[src/rtl/ctrl_pkg.sv]
// Shared definitions for the hardwired control unit: beat indices, the opcode
// enum, control-word bit positions and the fetch-phase control words.
package ctrl_pkg;

  localparam int N_BEATS = 8;

  localparam logic [2:0] B_T0 = 3'd0;
  localparam logic [2:0] B_T1 = 3'd1;
  localparam logic [2:0] B_T2 = 3'd2;
  localparam logic [2:0] B_T3 = 3'd3;
  localparam logic [2:0] B_T4 = 3'd4;
  localparam logic [2:0] B_T5 = 3'd5;
  localparam logic [2:0] B_T6 = 3'd6;

  typedef enum logic [3:0] {
    OP_NONE, OP_LD, OP_ADD, OP_SUB, OP_AND, OP_OR, OP_XOR, OP_SHL, OP_HALT
  } op_e;

  localparam int CW_W    = 14;
  localparam int CW_IMAR = 0;
  localparam int CW_IPC  = 1;
  localparam int CW_IDR  = 2;
  localparam int CW_EDR  = 3;
  localparam int CW_IA   = 4;
  localparam int CW_EA   = 5;
  localparam int CW_ISUM = 6;
  localparam int CW_ISUB = 7;
  localparam int CW_IAND = 8;
  localparam int CW_IOR  = 9;
  localparam int CW_IXOR = 10;
  localparam int CW_ISHL = 11;
  localparam int CW_EALU = 12;
  localparam int CW_IIR  = 13;

  typedef logic [CW_W-1:0] cw_t;

  function automatic cw_t strobe(int pos);
    return cw_t'(1) << pos;
  endfunction

  // Instruction fetch is common to every opcode, so it is keyed on beat only.
  function automatic cw_t fetch_cw(logic [2:0] beat);
    case (beat)
      B_T0:    return strobe(CW_IMAR);
      B_T1:    return strobe(CW_IDR) | strobe(CW_IPC);
      B_T2:    return strobe(CW_EDR) | strobe(CW_IIR);
      default: return '0;
    endcase
  endfunction

  function automatic cw_t alu_sel(op_e op);
    case (op)
      OP_ADD:  return strobe(CW_ISUM);
      OP_SUB:  return strobe(CW_ISUB);
      OP_AND:  return strobe(CW_IAND);
      OP_OR:   return strobe(CW_IOR);
      OP_XOR:  return strobe(CW_IXOR);
      OP_SHL:  return strobe(CW_ISHL);
      default: return '0;
    endcase
  endfunction

endpackage

[src/rtl/control_unit_if.sv]
// Opcode lines, beat pulses and datapath strobes of the control unit.
// The master side drives opcode/beat lines; the slave (control unit) drives strobes.
interface control_unit_if;
  logic LD, ADD, SUB, AND, OR, XOR, SHL, HALT;
  logic T0, T1, T2, T3, T4, T5, T6, T7;
  logic IMAR, IPC, IDR, EDR, IA, EA;
  logic ISUM, ISUB, IAND, IOR, IXOR, ISHL;
  logic EALU, IIR;
  logic halted, err;

  modport master (
    output LD, ADD, SUB, AND, OR, XOR, SHL, HALT,
    output T0, T1, T2, T3, T4, T5, T6, T7,
    input  IMAR, IPC, IDR, EDR, IA, EA, ISUM, ISUB, IAND, IOR, IXOR, ISHL,
    input  EALU, IIR, halted, err
  );

  modport slave (
    input  LD, ADD, SUB, AND, OR, XOR, SHL, HALT,
    input  T0, T1, T2, T3, T4, T5, T6, T7,
    output IMAR, IPC, IDR, EDR, IA, EA, ISUM, ISUB, IAND, IOR, IXOR, ISHL,
    output EALU, IIR, halted, err
  );
endinterface

[src/rtl/ctrl_decode.sv]
// Purely combinational decode of (active beat, winning opcode) into the
// 14-bit control word. EA is never produced by the current opcode set.
module ctrl_decode
  import ctrl_pkg::*;
(
  input  logic       beat_vld,
  input  logic [2:0] beat,
  input  op_e        op,
  output cw_t        cw
);

  always_comb begin
    cw = '0;
    if (beat_vld) begin
      if (beat <= B_T2) begin
        cw = fetch_cw(beat);
      end else begin
        case (op)
          OP_LD: begin
            case (beat)
              B_T3:    cw = strobe(CW_IMAR);
              B_T4:    cw = strobe(CW_IDR) | strobe(CW_IPC);
              B_T5:    cw = strobe(CW_EDR) | strobe(CW_IA);
              default: cw = '0;
            endcase
          end
          OP_ADD, OP_SUB, OP_AND, OP_OR, OP_XOR, OP_SHL: begin
            case (beat)
              B_T3:    cw = strobe(CW_IMAR);
              B_T4:    cw = strobe(CW_IDR) | strobe(CW_IPC);
              B_T5:    cw = strobe(CW_EDR) | alu_sel(op);
              B_T6:    cw = strobe(CW_EALU) | strobe(CW_IA);
              default: cw = '0;
            endcase
          end
          default: cw = '0;
        endcase
      end
    end
  end

endmodule

[src/rtl/control_unit.sv]
// Hardwired control unit: registered strobes one clock after the beat/opcode
// inputs, sticky halt. Optional input checker enabled by CTRL_ONEHOT_CHK_EN.
module control_unit
  import ctrl_pkg::*;
(
  input  logic           clk,
  input  logic           rst_n,
  control_unit_if.slave  bus
);

  logic [N_BEATS-1:0] t;
  logic [7:0]         ops;
  logic               beat_vld;
  logic [2:0]         beat;
  op_e                op;
  cw_t                cw;
  cw_t                cw_q;
  logic               halted_q;
  logic               illegal;
  logic               halt_hit;

  assign t   = {bus.T7, bus.T6, bus.T5, bus.T4, bus.T3, bus.T2, bus.T1, bus.T0};
  assign ops = {bus.HALT, bus.SHL, bus.XOR, bus.OR, bus.AND, bus.SUB, bus.ADD, bus.LD};

  // Scan downward so the lowest-numbered active beat is the last assignment.
  always_comb begin
    beat_vld = 1'b0;
    beat     = '0;
    for (int i = N_BEATS - 1; i >= 0; i--) begin
      if (t[i]) begin
        beat_vld = 1'b1;
        beat     = 3'(i);
      end
    end
  end

  always_comb begin
    op = OP_NONE;
    if      (bus.HALT) op = OP_HALT;
    else if (bus.LD)   op = OP_LD;
    else if (bus.ADD)  op = OP_ADD;
    else if (bus.SUB)  op = OP_SUB;
    else if (bus.AND)  op = OP_AND;
    else if (bus.OR)   op = OP_OR;
    else if (bus.XOR)  op = OP_XOR;
    else if (bus.SHL)  op = OP_SHL;
  end

  ctrl_decode u_decode (
    .beat_vld (beat_vld),
    .beat     (beat),
    .op       (op),
    .cw       (cw)
  );

`ifdef CTRL_ONEHOT_CHK_EN
  logic err_q;

  // Beat index is only meaningful when T is one-hot, which the first term covers.
  assign illegal = !$onehot(t) || (($countones(ops) > 1) && (beat >= B_T3));

  always_ff @(posedge clk or negedge rst_n) begin
    if (!rst_n)       err_q <= 1'b0;
    else if (illegal) err_q <= 1'b1;
  end

  assign bus.err = err_q;
`else
  assign illegal = 1'b0;
  assign bus.err = 1'b0;
`endif

  assign halt_hit = beat_vld && (beat == B_T3) && (op == OP_HALT) && !illegal;

  always_ff @(posedge clk or negedge rst_n) begin
    if (!rst_n) begin
      cw_q     <= '0;
      halted_q <= 1'b0;
    end else begin
      cw_q <= (halted_q || illegal) ? '0 : cw;
      if (halt_hit) halted_q <= 1'b1;
    end
  end

  assign bus.IMAR   = cw_q[CW_IMAR];
  assign bus.IPC    = cw_q[CW_IPC];
  assign bus.IDR    = cw_q[CW_IDR];
  assign bus.EDR    = cw_q[CW_EDR];
  assign bus.IA     = cw_q[CW_IA];
  assign bus.EA     = cw_q[CW_EA];
  assign bus.ISUM   = cw_q[CW_ISUM];
  assign bus.ISUB   = cw_q[CW_ISUB];
  assign bus.IAND   = cw_q[CW_IAND];
  assign bus.IOR    = cw_q[CW_IOR];
  assign bus.IXOR   = cw_q[CW_IXOR];
  assign bus.ISHL   = cw_q[CW_ISHL];
  assign bus.EALU   = cw_q[CW_EALU];
  assign bus.IIR    = cw_q[CW_IIR];
  assign bus.halted = halted_q;

endmodule

[src/flat_wrapper.sv]
// flat-port wrapper written by rule: the top's interface ports become plain ports
module control_unit_flat import ctrl_pkg::*;
  (clk, rst_n, bus_LD, bus_ADD, bus_SUB, bus_AND, bus_OR, bus_XOR, bus_SHL, bus_HALT, bus_T0, bus_T1, bus_T2, bus_T3, bus_T4, bus_T5, bus_T6, bus_T7, bus_IMAR, bus_IPC, bus_IDR, bus_EDR, bus_IA, bus_EA, bus_ISUM, bus_ISUB, bus_IAND, bus_IOR, bus_IXOR, bus_ISHL, bus_EALU, bus_IIR, bus_halted, bus_err);
  control_unit_if bus_i ();
  input  logic clk;
  input  logic rst_n;
  input wire logic [$bits(bus_i.LD)-1:0] bus_LD;
  input wire logic [$bits(bus_i.ADD)-1:0] bus_ADD;
  input wire logic [$bits(bus_i.SUB)-1:0] bus_SUB;
  input wire logic [$bits(bus_i.AND)-1:0] bus_AND;
  input wire logic [$bits(bus_i.OR)-1:0] bus_OR;
  input wire logic [$bits(bus_i.XOR)-1:0] bus_XOR;
  input wire logic [$bits(bus_i.SHL)-1:0] bus_SHL;
  input wire logic [$bits(bus_i.HALT)-1:0] bus_HALT;
  input wire logic [$bits(bus_i.T0)-1:0] bus_T0;
  input wire logic [$bits(bus_i.T1)-1:0] bus_T1;
  input wire logic [$bits(bus_i.T2)-1:0] bus_T2;
  input wire logic [$bits(bus_i.T3)-1:0] bus_T3;
  input wire logic [$bits(bus_i.T4)-1:0] bus_T4;
  input wire logic [$bits(bus_i.T5)-1:0] bus_T5;
  input wire logic [$bits(bus_i.T6)-1:0] bus_T6;
  input wire logic [$bits(bus_i.T7)-1:0] bus_T7;
  output wire logic [$bits(bus_i.IMAR)-1:0] bus_IMAR;
  output wire logic [$bits(bus_i.IPC)-1:0] bus_IPC;
  output wire logic [$bits(bus_i.IDR)-1:0] bus_IDR;
  output wire logic [$bits(bus_i.EDR)-1:0] bus_EDR;
  output wire logic [$bits(bus_i.IA)-1:0] bus_IA;
  output wire logic [$bits(bus_i.EA)-1:0] bus_EA;
  output wire logic [$bits(bus_i.ISUM)-1:0] bus_ISUM;
  output wire logic [$bits(bus_i.ISUB)-1:0] bus_ISUB;
  output wire logic [$bits(bus_i.IAND)-1:0] bus_IAND;
  output wire logic [$bits(bus_i.IOR)-1:0] bus_IOR;
  output wire logic [$bits(bus_i.IXOR)-1:0] bus_IXOR;
  output wire logic [$bits(bus_i.ISHL)-1:0] bus_ISHL;
  output wire logic [$bits(bus_i.EALU)-1:0] bus_EALU;
  output wire logic [$bits(bus_i.IIR)-1:0] bus_IIR;
  output wire logic [$bits(bus_i.halted)-1:0] bus_halted;
  output wire logic [$bits(bus_i.err)-1:0] bus_err;
  assign bus_i.LD = bus_LD;
  assign bus_i.ADD = bus_ADD;
  assign bus_i.SUB = bus_SUB;
  assign bus_i.AND = bus_AND;
  assign bus_i.OR = bus_OR;
  assign bus_i.XOR = bus_XOR;
  assign bus_i.SHL = bus_SHL;
  assign bus_i.HALT = bus_HALT;
  assign bus_i.T0 = bus_T0;
  assign bus_i.T1 = bus_T1;
  assign bus_i.T2 = bus_T2;
  assign bus_i.T3 = bus_T3;
  assign bus_i.T4 = bus_T4;
  assign bus_i.T5 = bus_T5;
  assign bus_i.T6 = bus_T6;
  assign bus_i.T7 = bus_T7;
  assign bus_IMAR = bus_i.IMAR;
  assign bus_IPC = bus_i.IPC;
  assign bus_IDR = bus_i.IDR;
  assign bus_EDR = bus_i.EDR;
  assign bus_IA = bus_i.IA;
  assign bus_EA = bus_i.EA;
  assign bus_ISUM = bus_i.ISUM;
  assign bus_ISUB = bus_i.ISUB;
  assign bus_IAND = bus_i.IAND;
  assign bus_IOR = bus_i.IOR;
  assign bus_IXOR = bus_i.IXOR;
  assign bus_ISHL = bus_i.ISHL;
  assign bus_EALU = bus_i.EALU;
  assign bus_IIR = bus_i.IIR;
  assign bus_halted = bus_i.halted;
  assign bus_err = bus_i.err;
  control_unit u_core (.clk(clk), .rst_n(rst_n), .bus(bus_i));
endmodule
[config.mk]
export PLATFORM = sky130hd
export DESIGN_NAME = control_unit_flat
export DESIGN_NICKNAME = d
export VERILOG_FILES = /design/src/rtl/ctrl_pkg.sv /design/src/rtl/control_unit_if.sv /design/src/rtl/ctrl_decode.sv /design/src/rtl/control_unit.sv /design/src/flat_wrapper.sv
export SDC_FILE = /design/constraint.sdc
export NUM_CORES = 1
export LEC_CHECK = 0
export ABC_AREA = 1
export BUFFER_PORTS_ARGS = -buffer_cell sky130_fd_sc_hd__buf_2
export CAP_MARGIN = 40
export CORE_MARGIN = 2
export CORE_UTILIZATION = 30
export DETAILED_ROUTE_END_ITERATION = 10
export SYNTH_ARGS = -nofsm -noshare
export SYNTH_HDL_FRONTEND = slang
export SYNTH_SLANG_ARGS = --single-unit
[constraint.sdc]
create_clock -name clk -period 1.55 [get_ports clk]
set_clock_uncertainty 0.15 [all_clocks]
set_input_delay 0 -clock clk [delete_from_list [all_inputs] [get_ports clk]]
set_output_delay 0 -clock clk [all_outputs]
set_load 0.05 [all_outputs]
* After elaboration in Yosys (flattened, before gate mapping)
Cells that the tools add are included.
** Word-level totals
- Bits of input ports :: 18
- Output and inout bits :: 16
- Word-level logic and storage cells :: 53
- Flip-flop bits (word level) :: 15
** Operators by class
- Magnitude comparators :: 1
- Reductions and logical operators :: 4
- Equality and inequality tests :: 14
- Multiplexer cells :: 32
** Operator list (count)
- case mux 12 bit (6 select lines) :: 1
- case mux 13 bit (4 select lines) :: 1
- 2-to-1 mux 14 bit :: 3
- case mux 14 bit (3 select lines) :: 1
- 2-to-1 mux 4 bit :: 7
- case mux 14 bit (2 select lines) :: 1
- 2-to-1 mux 3 bit :: 9
- equality test 4 x 3 -> 1 bit, second input constant :: 4
- case mux 5 bit (3 select lines) :: 1
- equality test 3 bit, second input constant :: 3
- equality test 4 x 2 -> 1 bit, second input constant :: 2
- 2-to-1 mux 1 bit :: 8
- equality test 3 x 2 -> 1 bit, second input constant :: 2
- OR reduction 6 bit :: 1
- equality test 4 x 1 -> 1 bit, second input constant :: 1
- equality test 4 bit, second input constant :: 1
- equality test 3 x 1 -> 1 bit, second input constant :: 1
- <= comparator 3 x 2 -> 1 bit, second input constant :: 1
- logical NOT 3 bit :: 1
- logical AND 1 bit :: 2

* Longest topological paths before layout
- Depth in word-level cells :: 15
- Depth in mapped cells :: 12
- Depth with buffers taken out :: 12

* Modules after synthesis
From an unflattened synthesis, not the netlist that was laid out.
** Second synthesis, totals
- Cell total of the unflattened synthesis :: 139
- Area, all modules :: 939.7 um^2
** By module, submodules not included
- control_unit :: instances 1, area an instance 690.7 um^2, seq. area each 375.4 um^2, cells each 89
- ctrl_decode :: instances 1, area an instance 249.0 um^2, seq. area each 0.0 um^2, cells each 50

* Least setup slack after synthesis
No wires, ideal clock.
- Kind :: flip-flop to flip-flop
- From :: reg u_core.halted_q, in the netlist u_core.bus.halted
- To :: reg u_core.cw_q[10]
- Setup time :: 70 ps
- Path buffers :: 0
- Setup slack :: 126 ps
- Cell stages (with the launch flop) :: 6
- Required time :: 1330 ps
- Data arrival time :: 1204 ps
- Period minus slack after synthesis :: 1424 ps
- Path through :: dfrtp_1 a21oi_4 nand4_1 inv_2 nand3b_4 nor2_2
** On the way
- Word-level cells in the longest chain between the ends :: 1
** RTL lines
- start, declared :: line control_unit.sv:18 : logic halted_q;
- start signal, assigned :: line control_unit.sv:78 : halted_q <= 1'b0;
- start signal, assigned :: line control_unit.sv:81 : if (halt_hit) halted_q <= 1'b1;
- 2-to-1 mux 14 bit :: line control_unit.sv:80 : cw_q <= (halted_q || illegal) ? '0 : cw;
- end signal, assigned :: line control_unit.sv:80
- end, declared :: line control_unit.sv:17 : cw_t cw_q;
Every way passes these cells.
A chain may end at the register's enable or synchronous reset.

* Worst setup path after layout
- From :: in bus_SHL
- To :: reg u_core.cw_q[10]
** On the way
- Word-level cells in the longest chain between the ends :: 15
- Elaborated cells on any way between the ends :: 22
- Those cells by class :: eq/ne: 7; mux: 14; reduce/logical: 1
** RTL lines
- start, declared :: line flat_wrapper.sv:13 : input wire logic [$bits(bus_i.SHL)-1:0] bus_SHL;
- 2-to-1 mux 3 bit (*) :: line control_unit.sv:46 : else if (bus.SHL) op = OP_SHL;
- 2-to-1 mux 4 bit (*) :: line control_unit.sv:45 : else if (bus.XOR) op = OP_XOR;
- 2-to-1 mux 4 bit (*) :: line control_unit.sv:44 : else if (bus.OR) op = OP_OR;
- 2-to-1 mux 4 bit (*) :: line control_unit.sv:43 : else if (bus.AND) op = OP_AND;
- 2-to-1 mux 4 bit (*) :: line control_unit.sv:42 : else if (bus.SUB) op = OP_SUB;
- 2-to-1 mux 4 bit (*) :: line control_unit.sv:41 : else if (bus.ADD) op = OP_ADD;
- 2-to-1 mux 4 bit (*) :: line control_unit.sv:40 : else if (bus.LD) op = OP_LD;
- 2-to-1 mux 4 bit (*) :: line control_unit.sv:39 : if (bus.HALT) op = OP_HALT;
- equality test 4 x 3 -> 1 bit / equality test 4 x 2 -> 1 bit (equally long branches) :: line ctrl_pkg.sv:52, ctrl_decode.sv:18
- case mux 12 bit (6 select lines) :: line ctrl_pkg.sv:52 : case (op)
- case mux 13 bit (4 select lines) :: line ctrl_decode.sv:28 : case (beat)
- case mux 14 bit (2 select lines) (*) :: line ctrl_decode.sv:18 : case (op)
- 2-to-1 mux 14 bit (*) :: line ctrl_decode.sv:15 : if (beat <= B_T2) begin
- 2-to-1 mux 14 bit (*) :: line ctrl_decode.sv:14 : if (beat_vld) begin
- 2-to-1 mux 14 bit (*) :: line control_unit.sv:80
Every way passes the cells marked *; elsewhere a longest branch is shown, timed or not.

==> impl_metrics.json <==
{
  "cap_violations": 0,
  "fin_nets": 174,
  "path_class": "primary input to flop",
  "die_h_microns": 55.8,
  "synth-simple-area-share_pct": 37.0,
  "grt_use_total_pct": 11.5,
  "start_util_pct": 31.9,
  "antenna_cells": 0,
  "die_w_microns": 55.8,
  "drc": 0,
  "coreArea_sq_um": 2520,
  "ys.warnings.count": 0,
  "worstRegToRegCells": 5,
  "fin_crit_ps": 1470,
  "antenna_found_initial": 0,
  "wl_per_cell_microns": 9.58,
  "final_hold_viol_count": 0,
  "p_total_uw": 846,
  "holdPathEnd": "u_core.cw_q[8]",
  "relSlewSlack_pct": 62.0,
  "seq_area_sq_um": 325,
  "slowest_delay_ps": 530,
  "std_cell_rows": 18,
  "irDropWorstVdd_mv": 0.487,
  "dpl-instance-area_sq_um": 980,
  "drive_above_1_share_pct": 41.9,
  "cts-htree-levels": 1,
  "p_leak_nw": 0.677,
  "cts_sinks": 13,
  "path_max_fanout": 4,
  "hold_class": "primary input to flop",
  "power_density_nw_per_um2": 718,
  "synthAdderAreaFrac_pct": 0,
  "synth_mux_area_share_pct": 0,
  "status": "finished, final reports clean",
  "syn_to_final_growth_pct": 46.3,
  "nFillCells": 269,
  "synth-seq-cells": 13,
  "period_share_pct": 95.0,
  "end_kind": "flop",
  "grt_max_degree": 14,
  "num_io_pins": 34,
  "cts_tree": "yes",
  "cp.required_ps": 1620,
  "avgSynthCellArea_sq_um": 7.46,
  "ys_seq_area_share_pct": 40.4,
  "insertion_delay_ps": 280,
  "crit_path_start_kind": "primary input",
  "crit_start": "bus_SHL",
  "cp_data_arrival_time_ps": 1550,
  "numCtsBuffers": 3,
  "ant_nets": 0,
  "fmax_mhz": 679,
  "synth-compound-area-share_pct": 9.63,
  "synth_cells": 108,
  "multi_input_area_sq_um": 418,
  "routabilityCongestion": 0.837,
  "dp_hpwl_microns": 1320,
  "rrSetupSlack_ps": 280,
  "layout_common_cells": "buf_2, nand2_1, inv_1",
  "vias": 821,
  "slowest_stage": "dlygate4sd3_1",
  "hp-start": "bus_SUB",
  "grt_pass1_wl_microns": 2840,
  "port_buffers": 31,
  "crit_chain": "dlygate4sd3_1, buf_2, nor2_4, nand3_2, a21oi_2, nand4_1, nand2_2, nand3b_4, nor2_2",
  "firstDrtPassIters": 6,
  "setup_viol": 0,
  "synth.distinct_cells": 23,
  "yosys.area_share.xor_xnor_pct": 0,
  "r2r_end": "u_core.cw_q[10]",
  "final_common_cell": "buf_2",
  "synth_top_family_by_area": "simple AND/OR/NAND/NOR gates",
  "hold_depth": 6,
  "worst_slew_pin_slew_ps": 568,
  "max-clock-path-buffers": 2,
  "synth.cell_area_sq_um": 806,
  "routed_wl_microns": 1770,
  "cts_root_buffer": "clkbuf_4",
  "die_area_sq_um": 3120,
  "clk_pin_slew_ps": 70,
  "grt_pass1_vias": 757,
  "final_cell_area_sq_um": 1180,
  "grt.overflow.total": 0,
  "drt_iter0_drc": 22,
  "via_per_inst": 4.44,
  "reg2reg_from": "u_core.bus.halted",
  "slew_violations": 0
}
flip-flops by register name, summed over array words and instances (netlist names):
signal	count
u_core.bus.halted	1
u_core.cw_q	12
synthesized netlist by cell type, drive strengths merged:
cell type	instances	share of area, %
nand3b	1	2.5
nor2	17	10
or2	1	0.78
nand3	6	5.0
nand4	2	1.6
inv	21	9.8
buf	3	2.8
dfrtp	13	40
nand2	32	16
conb	1	0.47
a31o	1	1.1
o22ai	1	0.78
o21ai	4	2.9
a21oi	4	4.8
nor3	1	1.2
worst max-delay path, delay by kind of cell:
| family | cells | cell delay (ps) |
|---|---|---|
| buf+inv | 2 | 670 |
| simple gates | 6 | 730 |
| compound gates | 1 | 150 |
stage by stage:
stage,setup TNS (ps),std cells,worst slack [ps],util [%],hold WS [ps]
after floorplan,0,109,126,-,-446
after global placement,0,167,285,38.8,-259
after detailed placement,0,167,270,38.8,-248
after CTS,0,182,60.5,44.2,1.59
after global routing,-44.4,185,-33.2,46.7,65.4
final,0,185,77.4,46.7,6.95
layer usage:
metal  share of wire, %  track usage (%)  vias up
li1                   -                -      417
met3                5.5             1.63        7
met2                 53             19.9       28
met4                4.2             8.16        0
met1                 37             12.7      369
met5                  0                0        -
worst max path at each step:
stage,end,slack [ps],cells past startpoint
finish,u_core.cw_q[10],80,9
global route,u_core.cw_q[10],-30,11
detailed placement,u_core.cw_q[10],270,5
floorplan,u_core.cw_q[10],130,5
global placement,u_core.cw_q[8],290,5
CTS,u_core.cw_q[10],60,9
area by class of cell:
cell class / count / share of cell area [%]
Sequential cell: 13 / 27.6
Clock buffer: 4 / 2.23
Multi-Input combinational cell: 72 / 35.5
Tap cell: 30 / 3.18
Inverter: 21 / 6.69
Timing Repair Buffer: 45 / 24.8
cells by family after synthesis:
logic type      after synthesis
compound gates               10
simple gates                 60
buf+inv                      24
other cells                   1
flops                        13
timing repair:
action / in CTS / in global routing
setup endpoints to repair: 0 / 8
gates resized for setup: 0 / 8
hold endpoints to repair: 22 / 0
hold buffers: 11 / 0
setup buffers: 0 / 5
power by group:
group          internal (mW)  switching (mW)  leakage, nW
registers              0.352         0.00932        0.177
clock network          0.100           0.112       0.0150
logic                 0.0965           0.175        0.485
total                  0.549           0.297        0.677
Power figures use the tool's default switching activity.
